[src/rtl/thcomp_mc_pkg.sv]
// Shared definitions for the multi-channel threshold comparator: FSM states,
// register map, MODE bit positions and reset defaults.
package thcomp_mc_pkg;

    typedef enum logic [1:0] {
        ST_IDLE = 2'd0,
        ST_CMP  = 2'd1,
        ST_DONE = 2'd2
    } state_t;

    localparam int unsigned ADDR_TH_HI   = 0;
    localparam int unsigned ADDR_TH_LO   = 1;
    localparam int unsigned ADDR_HIT_CNT = 2;
    localparam int unsigned ADDR_MODE    = 3;
    localparam int unsigned ADDR_STATUS  = 4;

    localparam int unsigned MODE_SIGNED = 0;
    localparam int unsigned MODE_HYST   = 1;
    localparam int unsigned MODE_SCLR   = 2;

    localparam int unsigned RST_TH_HI   = 0;
    localparam int unsigned RST_TH_LO   = 0;
    localparam int unsigned RST_HIT_CNT = 1;
    localparam int unsigned RST_MODE    = 0;

endpackage

[src/rtl/thcomp_ch_eval.sv]
// Combinational single-channel evaluator: threshold crossing with optional
// hysteresis and signed compare, plus consecutive-hit qualification.
module thcomp_ch_eval #(
    parameter int unsigned WIDTH = 16,
    parameter int unsigned CNT_W = 4
) (
    input  logic [WIDTH-1:0] i_sample,
    input  logic             i_d,
    input  logic [CNT_W-1:0] i_cnt,
    input  logic [WIDTH-1:0] i_th_hi,
    input  logic [WIDTH-1:0] i_th_lo,
    input  logic [CNT_W-1:0] i_hit_cnt,
    input  logic             i_signed,
    input  logic             i_hyst,
    output logic             o_d,
    output logic [CNT_W-1:0] o_cnt
);

    logic             w_gt_hi;
    logic             w_lt_lo;
    logic             w_cross;
    logic [CNT_W-1:0] w_hit_eff;
    logic [CNT_W:0]   w_cnt_inc;

    always_comb begin
        w_gt_hi = i_signed ? ($signed(i_sample) > $signed(i_th_hi)) : (i_sample > i_th_hi);
        w_lt_lo = i_signed ? ($signed(i_sample) < $signed(i_th_lo)) : (i_sample < i_th_lo);
        if (i_d) begin
            w_cross = i_hyst ? w_lt_lo : !w_gt_hi;
        end else begin
            w_cross = w_gt_hi;
        end
    end

    // HIT_CNT of 0 behaves as 1; the increment is one bit wider so the compare never wraps
    assign w_hit_eff = (i_hit_cnt == '0) ? CNT_W'(1) : i_hit_cnt;
    assign w_cnt_inc = {1'b0, i_cnt} + (CNT_W+1)'(1);

    always_comb begin
        o_d   = i_d;
        o_cnt = '0;
        if (w_cross) begin
            if (w_cnt_inc >= {1'b0, w_hit_eff}) begin
                o_d   = !i_d;
                o_cnt = '0;
            end else begin
                o_cnt = (i_cnt == '1) ? i_cnt : i_cnt + CNT_W'(1);
            end
        end
    end

endmodule

[src/rtl/thcomp_mc.sv]
// Multi-channel threshold comparator: captures a frame of samples and evaluates
// channels serially through one shared evaluator, then reports the decision vector.
module thcomp_mc
    import thcomp_mc_pkg::*;
#(
    parameter int unsigned WIDTH  = 16,
    parameter int unsigned N_CH   = 4,
    parameter int unsigned CNT_W  = 4,
    parameter int unsigned ADDR_W = 3
) (
    input  logic                  clk,
    input  logic                  rst_n,
    input  logic                  ematop_thcompmc_start,
    input  logic [N_CH*WIDTH-1:0] ematop_thcompmc_data,
    input  logic                  cfg_we,
    input  logic [ADDR_W-1:0]     cfg_addr,
    input  logic [WIDTH-1:0]      cfg_data_in,
    output logic [WIDTH-1:0]      cfg_data_out,
    output logic [N_CH-1:0]       thcompmc_ctrltop_data,
    output logic                  thcompmc_ctrltop_finish,
    output logic                  thcompmc_ctrltop_busy
);

    localparam int unsigned CH_W = (N_CH > 1) ? $clog2(N_CH) : 1;

    state_t                r_state;
    state_t                w_state_nxt;
    logic [CH_W-1:0]       r_ch;
    logic [N_CH*WIDTH-1:0] r_data;
    logic [WIDTH-1:0]      r_th_hi, r_th_lo, r_snap_hi, r_snap_lo;
    logic [CNT_W-1:0]      r_hit_cnt, r_snap_hit;
    logic [1:0]            r_mode, r_snap_mode;
    logic [N_CH-1:0]       r_d, r_out, w_d_upd;
    logic [CNT_W-1:0]      r_cnt [N_CH];
    logic                  w_last, w_sclr, w_d_nxt;
    logic [CNT_W-1:0]      w_cnt_nxt;
    logic [WIDTH-1:0]      w_rd;

    assign w_last = (r_ch == CH_W'(N_CH-1));
    assign w_sclr = cfg_we && (cfg_addr == ADDR_W'(ADDR_MODE)) &&
                    cfg_data_in[MODE_SCLR] && (r_state == ST_IDLE);

    thcomp_ch_eval #(.WIDTH(WIDTH), .CNT_W(CNT_W)) u_eval (
        .i_sample  (r_data[r_ch*WIDTH +: WIDTH]),
        .i_d       (r_d[r_ch]),
        .i_cnt     (r_cnt[r_ch]),
        .i_th_hi   (r_snap_hi),
        .i_th_lo   (r_snap_lo),
        .i_hit_cnt (r_snap_hit),
        .i_signed  (r_snap_mode[MODE_SIGNED]),
        .i_hyst    (r_snap_mode[MODE_HYST]),
        .o_d       (w_d_nxt),
        .o_cnt     (w_cnt_nxt)
    );

    always_comb begin
        w_d_upd       = r_d;
        w_d_upd[r_ch] = w_d_nxt;
    end

    always_ff @(posedge clk or negedge rst_n) begin
        if (!rst_n) r_state <= ST_IDLE;
        else        r_state <= w_state_nxt;
    end

    always_comb begin
        w_state_nxt = r_state;
        case (r_state)
            ST_IDLE: if (ematop_thcompmc_start) w_state_nxt = ST_CMP;
            ST_CMP:  if (w_last) w_state_nxt = ST_DONE;
            ST_DONE: w_state_nxt = ST_IDLE;
            default: w_state_nxt = ST_IDLE;
        endcase
    end

    always_ff @(posedge clk or negedge rst_n) begin
        if (!rst_n) begin
            r_ch        <= '0;
            r_data      <= '0;
            r_th_hi     <= WIDTH'(RST_TH_HI);
            r_th_lo     <= WIDTH'(RST_TH_LO);
            r_hit_cnt   <= CNT_W'(RST_HIT_CNT);
            r_mode      <= 2'(RST_MODE);
            r_snap_hi   <= WIDTH'(RST_TH_HI);
            r_snap_lo   <= WIDTH'(RST_TH_LO);
            r_snap_hit  <= CNT_W'(RST_HIT_CNT);
            r_snap_mode <= 2'(RST_MODE);
            r_d         <= '0;
            r_out       <= '0;
            for (int unsigned i = 0; i < N_CH; i++) r_cnt[i] <= '0;
        end else begin
            if (cfg_we) begin
                case (cfg_addr)
                    ADDR_W'(ADDR_TH_HI):   r_th_hi   <= cfg_data_in;
                    ADDR_W'(ADDR_TH_LO):   r_th_lo   <= cfg_data_in;
                    ADDR_W'(ADDR_HIT_CNT): r_hit_cnt <= cfg_data_in[CNT_W-1:0];
                    ADDR_W'(ADDR_MODE):    r_mode    <= cfg_data_in[1:0];
                    default: ;
                endcase
            end
            // Soft-clear is gated to IDLE, so it never collides with CMP updates
            if (w_sclr) begin
                r_d <= '0;
                for (int unsigned i = 0; i < N_CH; i++) r_cnt[i] <= '0;
            end
            case (r_state)
                ST_IDLE: begin
                    if (ematop_thcompmc_start) begin
                        r_data      <= ematop_thcompmc_data;
                        r_snap_hi   <= r_th_hi;
                        r_snap_lo   <= r_th_lo;
                        r_snap_hit  <= r_hit_cnt;
                        r_snap_mode <= r_mode;
                        r_ch        <= '0;
                    end
                end
                ST_CMP: begin
                    r_d         <= w_d_upd;
                    r_cnt[r_ch] <= w_cnt_nxt;
                    if (w_last) r_out <= w_d_upd;
                    else        r_ch  <= r_ch + CH_W'(1);
                end
                default: ;
            endcase
        end
    end

    always_comb begin
        w_rd = '0;
        case (cfg_addr)
            ADDR_W'(ADDR_TH_HI):   w_rd = r_th_hi;
            ADDR_W'(ADDR_TH_LO):   w_rd = r_th_lo;
            ADDR_W'(ADDR_HIT_CNT): w_rd[CNT_W-1:0] = r_hit_cnt;
            ADDR_W'(ADDR_MODE):    w_rd[1:0] = r_mode;
            ADDR_W'(ADDR_STATUS):  w_rd[N_CH-1:0] = r_d;
            default:               w_rd = '0;
        endcase
    end

    assign cfg_data_out            = w_rd;
    assign thcompmc_ctrltop_data   = r_out;
    assign thcompmc_ctrltop_finish = (r_state == ST_DONE);
    assign thcompmc_ctrltop_busy   = (r_state != ST_IDLE);

endmodule

[config.mk]
export PLATFORM = sky130hd
export DESIGN_NAME = thcomp_mc
export DESIGN_NICKNAME = d
export VERILOG_FILES = /design/src/rtl/thcomp_mc_pkg.sv /design/src/rtl/thcomp_ch_eval.sv /design/src/rtl/thcomp_mc.sv
export SDC_FILE = /design/constraint.sdc
export NUM_CORES = 1
export LEC_CHECK = 0
export ABC_AREA = 1
export CAP_MARGIN = 0
export CORE_MARGIN = 1.5
export CORE_UTILIZATION = 35
export CTS_BUF_LIST = sky130_fd_sc_hd__clkbuf_16
export DETAILED_ROUTE_END_ITERATION = 12
export GPL_TIMING_DRIVEN = 1
export PLACE_DENSITY_LB_ADDON = 0.2
export SYNTH_ARGS = -nofsm -noshare
export SYNTH_HDL_FRONTEND = slang
export SYNTH_SLANG_ARGS = --single-unit
[constraint.sdc]
create_clock -name clk -period 6.6 [get_ports clk]
set_input_delay 1.98 -clock clk [delete_from_list [all_inputs] [get_ports clk]]
set_output_delay 1.98 -clock clk [all_outputs]
set_load 0.1 [all_outputs]
Word level (Yosys, flattened, before mapping)
Index checks and enable logic that the tools add are counted.
{"block": "totals", "regBits": 168, "input_bits": 87, "output_inout_bits": 22, "word_cells": 97}
{"block": "op_classes", "n_addsub": 3, "magnitude_cmp": 9, "n_eq_ne": 11, "n_shift": 1, "mux": 34, "n_bitwise": 1, "n_reduce_logical": 21}
{"operator": "$shiftx A64 B7 Y16", "count": 1}
{"operator": "$mux W4", "count": 9}
{"operator": "$gt A16 B16 Y1", "count": 2}
{"operator": "$lt A16 B16 Y1", "count": 2}
{"operator": "$mux W16", "count": 2}
{"operator": "$pmux W12 S2", "count": 1}
{"operator": "$bwmux W16", "count": 1}
{"operator": "$reduce_and A2 Y1", "count": 7}
{"operator": "$pmux W2 S5", "count": 1}
{"operator": "$bmux W4 S2", "count": 1}
{"operator": "$demux W4 S2", "count": 1}
{"operator": "$mux W1", "count": 8}
{"operator": "$mux W2", "count": 4}
{"operator": "$pmux W2 S2", "count": 2}
{"operator": "$pmux W2 S4", "count": 1}
{"operator": "$eq A3 B2 Y1 const B", "count": 2}
{"operator": "$ne A2 B2 Y1 const B", "count": 3}
{"operator": "$reduce_bool A2 Y1", "count": 3}
{"operator": "$add A4 B1 Y5 const B", "count": 1}
{"operator": "$ge A5 B4 Y1", "count": 1}
{"operator": "$logic_and A1 B1 Y1", "count": 5}
{"operator": "$add A4 B1 Y4 const B", "count": 1}
{"operator": "$bwmux W4", "count": 1}
{"operator": "$eq A2 B2 Y1 const B", "count": 2}
{"operator": "17 further kinds", "count": 18}

Depth between registers and ports, before layout
Gate-level depths: netlist of run 1.
{"block": "depth", "depth_word": 10, "depth_mapped": 24}

By module
From an unflattened synthesis of run 1, not the netlist that was laid out.
{"block": "unflattened", "hier_cells": 1070, "hier_area_um2": 8590.7}
{"module": "thcomp_mc", "n_inst": 1, "cells_per_inst": 887, "area_per_inst_um2": 7479.7, "seq_area_each_um2": 4206.5}
{"module": "thcomp_ch_eval", "n_inst": 1, "cells_per_inst": 183, "area_per_inst_um2": 1111.1, "seq_area_each_um2": 0.0}

Least setup slack after synthesis of run 1
No wires, ideal clock.
{"block": "synth_timing", "kind": "input to output", "startpoint": "input cfg_addr[0]", "endpoint": "output cfg_data_out[2]", "t_arrival_ps": 4492, "required_ps": 4620, "slack_ps": 128, "cell_stages": 3, "n_path_buf": 0, "path_cell_list": "nor3_1 -> inv_1 -> o21ai_0"}
{"block": "synth_between", "elab_chain_cells": 2, "elab_cells_between_ends": 5}
{"element": "start, declared", "line": "thcomp_mc.sv:16", "source": "input logic [ADDR_W-1:0] cfg_addr,"}
{"element": "$eq A3 B3 Y1, or another cell as far along", "line": "thcomp_mc.sv:130", "source": "case (cfg_addr)"}
{"element": "$pmux W2 S4 *", "line": "thcomp_mc.sv:130"}
{"element": "end, declared", "line": "thcomp_mc.sv:18", "source": "output logic [WIDTH-1:0] cfg_data_out,"}
Mark *: on every way between the ends. The rest lies on a longest branch, timed or not.

Worst setup path after layout of run 1
{"block": "layout_timing", "startpoint": "input cfg_addr[1]", "endpoint": "output cfg_data_out[2]"}
The elaborated chain is that of the path after synthesis.

==> summary.txt, run 1 <==
Vias per cell: 4.78
Postcts setup bufs: 0
R2r worst-path depth: 17
RSZ-0062 raised after global routing: no
Worst endpoint data arrival time: 3.95 ns
Cts hold-fix bufs: 0
Setup Viol. Count Final: 0
CP max stage cell: clkdlybuf4s50_1
I/O pin count: 109
RR Startpoint: r_ch[1]
HPWL after DPL: 13900 µm
Initial drt markers: 462
Yosys cell types: 35
Area Growth Syn to Fin: 25.8%
CTS tree: done
DRC Markers: 0
Outcome: completed
Ant diodes: 0
Mux contribution to synthesized area: 9.02%
Pwr/cell area: 487 nW/µm²
First-pass GRT wire length: 32600 µm
GR Overflow Total: 0
Clock Sink Count: 168
Final GP Congestion: 0.805
Max-Cap Viols: 0
Worst Setup Slack, final: 0.666 ns
Worst-Margin Slew: 1.11 ns
Total track usage: 17.4%
Setup TNS: 0 ns
I/O Buffers: 108
Main combinational cell family by area after synthesis: simple AND/OR/NAND/NOR gates
Slowest Stage Delay on Critical Path: 0.45 ns
Mean post-synth cell area: 9.14 µm²
Routed Antenna Nets: 0
DRT Wirelength: 20300 µm
Via count: 6323
CTS max path bufs: 2
Setup Skew: 0.0113 ns
Top_reg_cell synth: dfrtp_1
CP Max Fanout: 16
Synth top area cells: dfrtp_1 50%, mux2_2 9.0%, nand2_1 7.8%, o21ai_0 7.4%, ha_1 6.1%
Setup crit end: cfg_data_out[2]
CP Launch Type: primary input
CTS clk-pin slew, worst paths: 0.07 ns
Clock Latency Late Sink: 0.43 ns
FMAX: 169 MHz
Mapped Cells: 901
Root Buffer: clkbuf_16
TritonRoute pass-1 iters: 5
Routed WL per cell: 15.3 µm
Min cycle time layout: 5.93 ns
Final Power: 5.05 mW
Initial antenna violation count: 0
Hold Crit Class: flip-flop to flip-flop
H-tree Lvls: 4
Crit path cell chain: clkdlybuf4s50_1, nor2_1, nand2_1, o22ai_1, a31oi_1, o21ai_0, buf_12
Synth Register Bits: 168
CTS Buf Count: 17
Rows: 55
Max-slew violations: 0
Peak supply drop: 0.000175 V
Pre-CTS setup slack: 0.733 ns
Core ar.: 22800 µm²
Post-synth EDFFs: 0
Die width: 156 µm
Reg2reg setup slack: 3.04 ns
Mapped Nets: 1028
Vias in the first global route: 5967
Post-synth top area share: 50.4%
Reg-to-Reg End: thcompmc_ctrltop_data[0]
Relative slew margins: 26.0%
Largest net degree at the start of global routing: 75
WS Path Type: primary input to output pin
Synth Area in Adders: 6.08%
Die Footprint: 24500 µm²
Chip height: 156 µm
Share of post-route cells with drive strength above 1: 13.5%
Crit share post-route: 89.9%
Synthesized area: 8240 µm²
Synth Area in Compound Gates: 12.5%
Post-synth top area cell: dfrtp_1
Hold Vio Cnt, Final: 0
Synth Area in Simple Gates: 13.8%
CP Launch Point: cfg_addr[1]
Synth Warn #: 0
Fin nets: 1125
Share of async-settable or async-resettable flops after synthesis: 100%
Leak pwr: 4.80 nW
Starting density of the core: 36.1%
Critical Path RT: 4.62 ns
XOR/XNOR Fraction of Synth Area: 0.213%
Share of the yosys chip area belonging to registers: 51.1%
Post-CTS Resized: 0
Critical path endpoint category: output pin
how the worst min path moves through the flow:
stage	end	depth (start not counted)	from
floorplan	r_d[0]	2	r_d[0]
global placement	r_d[0]	2	r_d[0]
detailed placement	thcompmc_ctrltop_data[0]	2	thcompmc_ctrltop_data[0]
CTS	thcompmc_ctrltop_data[0]	2	thcompmc_ctrltop_data[0]
global route	r_snap_lo[6]	2	r_snap_lo[6]
finish	thcompmc_ctrltop_data[2]	2	thcompmc_ctrltop_data[2]
layout by cell type, fill, tap and decap left out, drive strengths merged:
master / n
nand2: 174
nor2: 54
a31o: 1
dfrtp: 166
a211oi: 1
a21oi: 23
o22ai: 33
a21boi: 1
xnor2: 1
mux2: 66
o21bai: 1
clkinv: 5
nor3: 4
a32oi: 2
inv: 127
or2: 1
nand3: 42
buf: 24
o221ai: 2
dfstp: 2
a31oi: 1
o21ai: 125
bufinv: 1
clkinvlp: 4
o211ai: 1
xor2: 1
ha: 40
clkbuf: 17
clkdlybuf4s50: 91
metal layers:
metal	global-route usage [%]	up-vias	routed length, µm
met3	3.38	14	955
li1	-	3162	-
met1	27.5	3000	10800
met4	4.76	0	227
met5	0	-	0
met2	23.7	147	8280
registers in the layout, indices dropped and copies added (netlist names), 4 cells and up:
name and count:
r_cnt 16, r_d 4, r_data 64, r_hit_cnt 4, r_snap_hi 16, r_snap_hit 4, r_snap_lo 16, r_th_hi 16
r_th_lo 16, thcompmc_ctrltop_data 4
where the power goes:
| group | internal [mW] | switching, mW |
|---|---|---|
| clock network | 0.528 | 0.448 |
| logic | 0.924 | 1.51 |
| registers | 1.44 | 0.198 |
critical path, delay by kind of cell:
family	cells	cell delay, ns
AND/OR/NAND/NOR	2	0.71
buffers and inverters	2	0.68
AO/OA/AOI/OAI	3	0.58
cell families after synthesis:
logic type | Yosys count
adders and majority gates | 40
buffers and inverters | 159
AOI/OAI and AO/OA | 191
muxes | 66
and+or+nand+nor | 275
xor gates and xnor gates | 2
DFF | 168
synthesized netlist by cell type (4+ instances only):
library cell  number
a21oi_1           23
clkbuf_1          33
dfrtp_1          166
ha_1              40
inv_1            120
mux2_2            66
nand2_1          171
nand3_1           40
nor2_1            51
nor3_1             4
o21ai_0          121
o21ai_1            4
o22ai_1           32
stage by stage:
| step | hold slack [ns] | area (µm²) | instances | utilization [%] |
|---|---|---|---|---|
| finish | 0.481 | 10400 | 1324 | 45.3 |
| global route | 0.494 | 10400 | 1324 | 45.3 |
| CTS | 0.485 | 10400 | 1324 | 45.3 |
| detailed placement | 0.466 | 9790 | 1292 | 42.9 |
| global placement | 0.464 | 9790 | 1292 | 42.9 |
| floorplan | 0.449 | 8240 | 901 | - |
layout make-up:
type	instances	area [µm²]
clock inverter	15	144
sequential	168	4210
timing repair buffer	115	1290
inverter	122	458
multi-input combinational	574	3440
tap	313	392
fill	2281	12500
clock buffer	17	425
Power figures use the tool's default switching activity.
==> inputs of run 2 (changes only) <==
--- a/config.mk
+++ b/config.mk
@@ -6,6 +6,7 @@
 export NUM_CORES = 1
 export LEC_CHECK = 0
 export ABC_AREA = 1
+export ABC_CLOCK_PERIOD_IN_PS = 6600
 export CAP_MARGIN = 0
 export CORE_MARGIN = 1.5
 export CORE_UTILIZATION = 35
==> results of run 2 <==
No change in the layout: final DEF, timing and power equal those of run 1.
